**config.mk**
```make
export PLATFORM = sky130hd
export DESIGN_NAME = regfile_wb_arbiter
export DESIGN_NICKNAME = d
export VERILOG_FILES = /design/src/rtl/regfile_wb_arbiter.sv
export SDC_FILE = /design/constraint.sdc
export NUM_CORES = 1
export LEC_CHECK = 0
export CAP_MARGIN = 5
export CORE_MARGIN = 4
export CORE_UTILIZATION = 45
export DETAILED_ROUTE_END_ITERATION = 16
export GPL_TIMING_DRIVEN = 0
export PLACE_DENSITY = 0.7
export REMOVE_ABC_BUFFERS = 1
export SLEW_MARGIN = 20
export SYNTH_ARGS = -nofsm -noshare
export SYNTH_HDL_FRONTEND = slang
export SYNTH_SLANG_ARGS = --single-unit
```
**constraint.sdc**
```tcl
create_clock -name clk -period 7.82 [get_ports clk]
set_clock_uncertainty 0.05 [all_clocks]
set_input_delay 1.564 -clock clk [delete_from_list [all_inputs] [get_ports clk]]
set_output_delay 1.564 -clock clk [all_outputs]
set_load 0.05 [all_outputs]
```
**src/rtl/regfile_wb_arbiter.sv**
```systemverilog
// Register-file write-back arbiter: pipeline (A) ports with priority, load-unit (B) FIFO.
// WB_ARB_STARVE_GUARD_EN builds the B starvation counter and the A stall.
module regfile_wb_arbiter #(
    parameter int DEPTH        = 4,
    parameter int STARVE_LIMIT = 8
) (
    input  logic                     clk,
    input  logic                     rst,
    input  logic [1:0]               a_write,
    input  logic [31:0]              a_wr1,
    input  logic [31:0]              a_wr2,
    input  logic [4:0]               a_wa1,
    input  logic [4:0]               a_wa2,
    output logic                     a_stall,
    input  logic                     b_valid,
    input  logic [31:0]              b_data,
    input  logic [4:0]               b_addr,
    output logic                     b_ready,
    output logic [1:0]               write,
    output logic [31:0]              wr1,
    output logic [31:0]              wr2,
    output logic [4:0]               wa1,
    output logic [4:0]               wa2,
    output logic [$clog2(DEPTH):0]   fifo_count
);

    localparam int AW = $clog2(DEPTH);
    localparam int CW = AW + 1;

    typedef struct packed {
        logic [4:0]  addr;
        logic [31:0] data;
    } ent_t;

    ent_t          mem [DEPTH];
    logic [AW-1:0] rd_ptr;
    logic [AW-1:0] rd_ptr1;
    logic [AW-1:0] wr_ptr;
    logic [CW-1:0] count;

    logic          push;
    logic [1:0]    pop_n;
    logic          a1_v;
    logic          a2_v;
    logic          h0_v;
    logic          h1_v;
    ent_t          h0;
    ent_t          h1;

    logic [1:0]    n_write;
    logic [31:0]   n_wr1;
    logic [31:0]   n_wr2;
    logic [4:0]    n_wa1;
    logic [4:0]    n_wa2;

    assign b_ready    = (count < CW'(DEPTH)) && rst;
    assign push       = b_valid && b_ready;
    assign fifo_count = count;

    // a_write=10 decodes as no request; a stall hides A entirely
    assign a1_v    = !a_stall && a_write[0];
    assign a2_v    = !a_stall && (a_write == 2'b11);
    assign h0_v    = (count != '0);
    assign h1_v    = (count >= CW'(2));
    assign rd_ptr1 = rd_ptr + AW'(1);
    assign h0      = mem[rd_ptr];
    assign h1      = mem[rd_ptr1];

    always_comb begin
        n_write = 2'b00;
        n_wr1   = '0;
        n_wr2   = '0;
        n_wa1   = '0;
        n_wa2   = '0;
        pop_n   = 2'd0;
        unique case (1'b1)
            a2_v: begin
                n_write = 2'b11;
                n_wr1   = a_wr1;
                n_wa1   = a_wa1;
                n_wr2   = a_wr2;
                n_wa2   = a_wa2;
            end
            (a1_v && !a2_v): begin
                n_write = 2'b01;
                n_wr1   = a_wr1;
                n_wa1   = a_wa1;
                if (h0_v) begin
                    pop_n = 2'd1;
                    // same address as A: A is newer, drop the head
                    if (h0.addr != a_wa1) begin
                        n_write = 2'b11;
                        n_wr2   = h0.data;
                        n_wa2   = h0.addr;
                    end
                end
            end
            (!a1_v && h1_v): begin
                pop_n = 2'd2;
                if (h0.addr == h1.addr) begin
                    n_write = 2'b01;
                    n_wr1   = h1.data;
                    n_wa1   = h1.addr;
                end else begin
                    n_write = 2'b11;
                    n_wr1   = h0.data;
                    n_wa1   = h0.addr;
                    n_wr2   = h1.data;
                    n_wa2   = h1.addr;
                end
            end
            (!a1_v && h0_v && !h1_v): begin
                pop_n   = 2'd1;
                n_write = 2'b01;
                n_wr1   = h0.data;
                n_wa1   = h0.addr;
            end
            default: ;
        endcase
    end

    always_ff @(posedge clk) begin
        if (push) begin
            mem[wr_ptr] <= '{addr: b_addr, data: b_data};
        end
    end

    always_ff @(posedge clk or negedge rst) begin
        if (!rst) begin
            rd_ptr <= '0;
            wr_ptr <= '0;
            count  <= '0;
            write  <= 2'b00;
            wr1    <= '0;
            wr2    <= '0;
            wa1    <= '0;
            wa2    <= '0;
        end else begin
            rd_ptr <= rd_ptr + AW'(pop_n);
            wr_ptr <= wr_ptr + AW'(push);
            count  <= count + CW'(push) - CW'(pop_n);
            write  <= n_write;
            wr1    <= n_wr1;
            wr2    <= n_wr2;
            wa1    <= n_wa1;
            wa2    <= n_wa2;
        end
    end

`ifdef WB_ARB_STARVE_GUARD_EN
    localparam int SCW = $clog2(STARVE_LIMIT + 1);

    logic [SCW-1:0] scnt;
    logic           starved;
    logic           hit;

    assign starved = h0_v && (pop_n == 2'd0);
    assign hit     = starved && (scnt == SCW'(STARVE_LIMIT - 1));

    always_ff @(posedge clk or negedge rst) begin
        if (!rst) begin
            scnt    <= '0;
            a_stall <= 1'b0;
        end else begin
            a_stall <= hit;
            if (!starved || hit) begin
                scnt <= '0;
            end else begin
                scnt <= scnt + SCW'(1);
            end
        end
    end
`else
    logic unused_starve;

    assign unused_starve = (STARVE_LIMIT > 0);
    assign a_stall       = 1'b0;
`endif

endmodule

```
-- Yosys cells after proc, flatten, opt, wreduce, memory -nomap -nowiden
Memories as Yosys holds them, arrays and structs flattened.
Index checks and enable logic that the tools add are counted.
- $add $sub $neg: 5
- multipliers: 0
- divide/modulo/power cells: 0
- order comparisons: 2
- equal/unequal tests: 3
- shift operators: 0
- muxes and demuxes: 20
- bitwise gates (word level): 0
- reduce and logical (&&, ||, !) cells: 11
- operators by type and width (operator ; number):
    32-bit case mux with 3 select lines ; 2
    32-bit 2-to-1 mux ; 4
    5-bit case mux with 3 select lines ; 2
    5-bit 2-to-1 mux ; 4
    2-bit case mux with 4 select lines ; 1
    1-bit logical AND ; 6
    2-bit 2-to-1 mux ; 3
    2-bit case mux with 3 select lines ; 1
    5-bit == test ; 1
    5-bit != test ; 1
    3-bit by 1-bit adder with 3-bit output ; 1
    3-bit by 2-bit greater-or-equal comparator with 1-bit output (second input constant) ; 1
    1-bit logical NOT ; 3
    3-bit less-than comparator (second input constant) ; 1
    1-bit 2-to-1 mux ; 3
    3-bit nonzero test ; 1
    3-bit by 2-bit subtractor with 3-bit output ; 1
    2-bit by 1-bit adder with 2-bit output ; 1
    2-bit by 1-bit adder with 2-bit output (second input constant) ; 1
    2-bit adder ; 1
    2-bit == test (second input constant) ; 1
    2-bit OR reduction ; 1
- bits in registers: 83
- bits in latches: 0
- memory bits (writable): 148
- memory bits (read-only): 0
- output and inout bits: 81
- word-level logic and storage cells: 50
- memories: 1
- memory list (name ; depth ; bits a word ; rd ports ; clocked after Yosys merged registers in ; wr ports ; RTL line ; text):
    mem ; 4 ; 37 ; 2 ; 0 ; 1 ; 35 ; ent_t mem [DEPTH];

-- Depth between registers and ports, before layout
- depth after elaboration: 5
- depth in mapped cells: 10
- gate-level depth less buffers: 8

-- Worst setup path after synthesis
No wires, ideal clock.
- path type: input -> register
- start point: input rst
- end point: memory mem[1][0] in the netlist's numbering, enable pin
- library setup time: 0.485 ns
- arrival: 5.402 ns
- required time: 7.285 ns
- slack: 1.883 ns
- stages: 3
- buffers on the path: 0
- cell sequence: nor2b_1 -> nand2_1 -> nor3b_1
- longest elaborated chain between the ends: 4
- RTL lines (item ; RTL line ; text):
    start: declaration ; 8 ; input logic rst,
    1-bit logical AND ; 56 ; assign b_ready = (count < CW'(DEPTH)) && rst;
    1-bit logical AND ; 57 ; assign push = b_valid && b_ready;
    1-bit 2-to-1 mux ; 123 ; if (push) begin
    1-bit 2-to-1 mux (implied by the code) ; 124 ; mem[wr_ptr] <= '{addr: b_addr, data: b_data};
    end: declaration ; 35 ;
Every way passes these cells.

-- Worst setup path after layout
- start point: input rst
- end point: output b_ready
- longest elaborated chain between the ends: 1
- RTL lines (item ; RTL line ; text):
    1-bit logical AND ; 56 ;
    end: declaration ; 18 ; output logic b_ready,
Every way passes these cells.

==> flow_summary_export.csv <==
group,metric,value,unit
timing,fin_crit_sh,63.9,%
critical_path,worst-path-max-fanout,43,
synth,async_flop_share,35.9,%
cts,clkSlewWorstSetupHoldPaths,0.06,ns
finish,diodes,0,
timing,finalHoldViolations,0,
route,first_pass_iters,5,
critical_path,path_cells,"buf_4 > buf_16 > nor2b_1 > clkdlybuf4s50_1",
synth,synth-main-ff-cell,"edfxtp_1",
place,place_ws,2.77,ns
synth,netlist_area,0.0105,mm^2
global_route,grt_max_degree,61,
cts,cts_hold_buf,0,
synth,synthDistinctLibCells,40,
cts,htree_levels,1,
floorplan,dieHeight,161,um
cts,cts_setup_buffers,0,
critical_path,r2r_end,"wr2[14]$_DFF_PN0_",
cts,cts_tree,"done",
timing,tightest_slew,0.998,ns
synth,ys_warn_count,0,
global_route,overflow,0,
floorplan,core-area,0.0228,mm^2
timing,fin_ws,2.82,ns
timing,drv_slew,0,
synth,yosysSeqAreaShare,61.9,%
pwr,finalPower,5450,uW
cts,clock-sinks,231,
outcome,status,"complete, no violations",
hold_path,hold_depth,1,
finish,syn2layout_area_growth,32.1,%
synth,syn_avg_cell_area,13.4,um^2
route,avgRoutedWirePerCell,20.1,um
route,drt_iter0_drc,332,
cts,cts_resized,0,
floorplan,boundaryPins,197,
global_route,grt_pass1_vias,7500,
synth,syn_inst,785,
floorplan,die-area,0.0259,mm^2
finish,nFillCells,1829,
route,vias,7191,
finish,fin_cells,1310,
timing,hold_ws,0.496,ns
critical_path,cp_num_buf_inv,3,
synth,synth-edff-count,148,
pwr,powerDensity,391,mW/mm^2
floorplan,initial_core_util,46.1,%
timing,period_needed,5.00,ns
place,io_buffers,195,
critical_path,crit_arrival,3.38,ns
critical_path,crit_path_end_kind,"output port",
place,dp_hpwl,18.0,mm
critical_path,required,6.21,ns
critical_path,critPathTopFamily,"buffers and inverters",
critical_path,rrSetupSlack,4.07,ns
timing,tns,0,ns
cts,clockBufferDepth,3,
pwr,ir_drop,0.200,mV
finish,drive_gt1_share,15.5,%
critical_path,cpPeakStageDelay,0.82,ns
hold_path,hp-class,"reg2reg",
cts,cts_root_buffer,"clkbuf_16",
finish,multi_input_area,0.00373,mm^2
finish,regArea,0.00653,mm^2
global_route,grt_pass1_wl,41.3,mm
job,drv_cap,0,
floorplan,rows,55,
timing,max_clock_freq,200,MHz
timing,slew_headroom,33.2,%
hold_path,min_to,"fifo_count[0]$_DFF_PN0_",
finish,layout_commonest_cell,"clkdlybuf4s50_1",
pwr,leakagePower,0.00513,uW
critical_path,worstSetupPathType,"in2out",
synth,synth_seq_cells,231,
cts,clock_latency,0.53,ns
route,drcViolationCount,0,
global_route,grtUsageTotal,20.1,%
finish,final_cell_mix,"clkdlybuf4s50_1 (193), edfxtp_1 (148), nand2_1 (116)",
global_route,antenna_found_initial,1,
place,post-place-cells,1262,
finish,layout.nets,1097,
route,ant_nets,0,
critical_path,cp-start-kind,"input port",
timing,rsz0062_at_grt,"no",
route,wirelength,26.3,mm
route,vias_per_cell,5.49,
floorplan,die_w,161,um
place,gp_congestion,0.755,
critical_path,critPathSlowestCell,"clkdlybuf4s50_1",
critical_path,r2r-start,"rd_ptr[1]$_DFF_PN0_",
hold_path,hp-start,"fifo_count[0]$_DFF_PN0_",
timing,setup_viol,0,
critical_path,reg2reg_depth,8,
cts,cts_made_buffers,26,
## how the worst max path moves through the flow
stage,from,endpoint,slack (ns),depth (start not counted)
3_5_place_dp,rst,b_ready,2.77,4
6_report,rst,b_ready,2.82,4
3_3_place_gp,rst,mem[1][14]$_DFFE_PP_,-3.91,4
2_1_floorplan,rd_ptr[1]$_DFF_PN0_,wa1[0]$_DFF_PN0_,1.84,6
5_1_grt,rst,b_ready,2.65,4
4_1_cts,rst,b_ready,2.75,4
## kinds of logic (layout without fill, tap and decap cells)
| family | Yosys count | after routing | share of synthesized area [%] |
|---|---|---|---|
| flops | 231 | 231 | 61.9 |
| mux | 115 | 115 | 11.8 |
| simple gates | 184 | 184 | 7.05 |
| other cells | 1 | 1 | 0.0356 |
| xor+xnor | 30 | 30 | 2.49 |
| fa+ha+maj | 4 | 4 | 0.546 |
| buf+inv | 62 | 274 | 3.15 |
| compound gates | 158 | 158 | 13.0 |
## Yosys cell counts (5+ instances only)
cell type,n,share of area [%]
o211ai_1,36,2.6
mux2_2,37,4.0
xnor2_1,17,1.4
o21ai_0,5,0.24
xor2_1,13,1.1
nand2_1,116,4.1
mux2i_1,74,7.0
o221ai_1,42,3.5
edfxtp_1,148,42
nor3_1,9,0.43
buf_1,7,0.25
buf_6,9,0.96
a21oi_1,36,1.7
o221ai_2,30,4.3
buf_2,19,0.90
dfrtp_1,83,20
nor2_1,42,1.5
clkbuf_1,21,0.75
## per-stage QoR
| stage | util, % | cell area, um^2 |
|---|---|---|
| 2_1_floorplan | - | 10200 |
| 5_1_grt | 61.0 | 13900 |
| 3_5_place_dp | 57.0 | 13000 |
| 6_report | 61.0 | 13900 |
| 4_1_cts | 61.0 | 13900 |
| 3_3_place_gp | 55.0 | 12600 |
## sequential cells by signal, indices dropped and copies added, names as in the netlist
register / count
fifo_count: 3
write: 2
mem: 148
rd_ptr: 2
wr2: 32
wa1: 5
wr1: 32
wr_ptr: 2
wa2: 5
## per-layer routing
layer,vias to the layer above,wire [um],track usage [%]
met5,-,20,0
met4,2,449,4.89
met3,33,1450,3.70
met2,193,13500,35.7
met1,3591,10900,25.5
li1,3372,-,-
## where the power goes
part           internal [uW]  leakage (uW)  switching [uW]
clock network            775      0.000445             477
registers               1560       0.00234             184
logic                    932       0.00234            1520
## cell type report
cell class / count / share of cell area [%]
clock inverter: 12 / 1.01
tap: 313 / 2.81
multi-input combinational: 492 / 26.8
inverter: 4 / 0.108
timing repair buffer: 222 / 17.0
sequential: 231 / 46.9
clock buffer: 36 / 5.45
(Power assumes the default switching activity.)
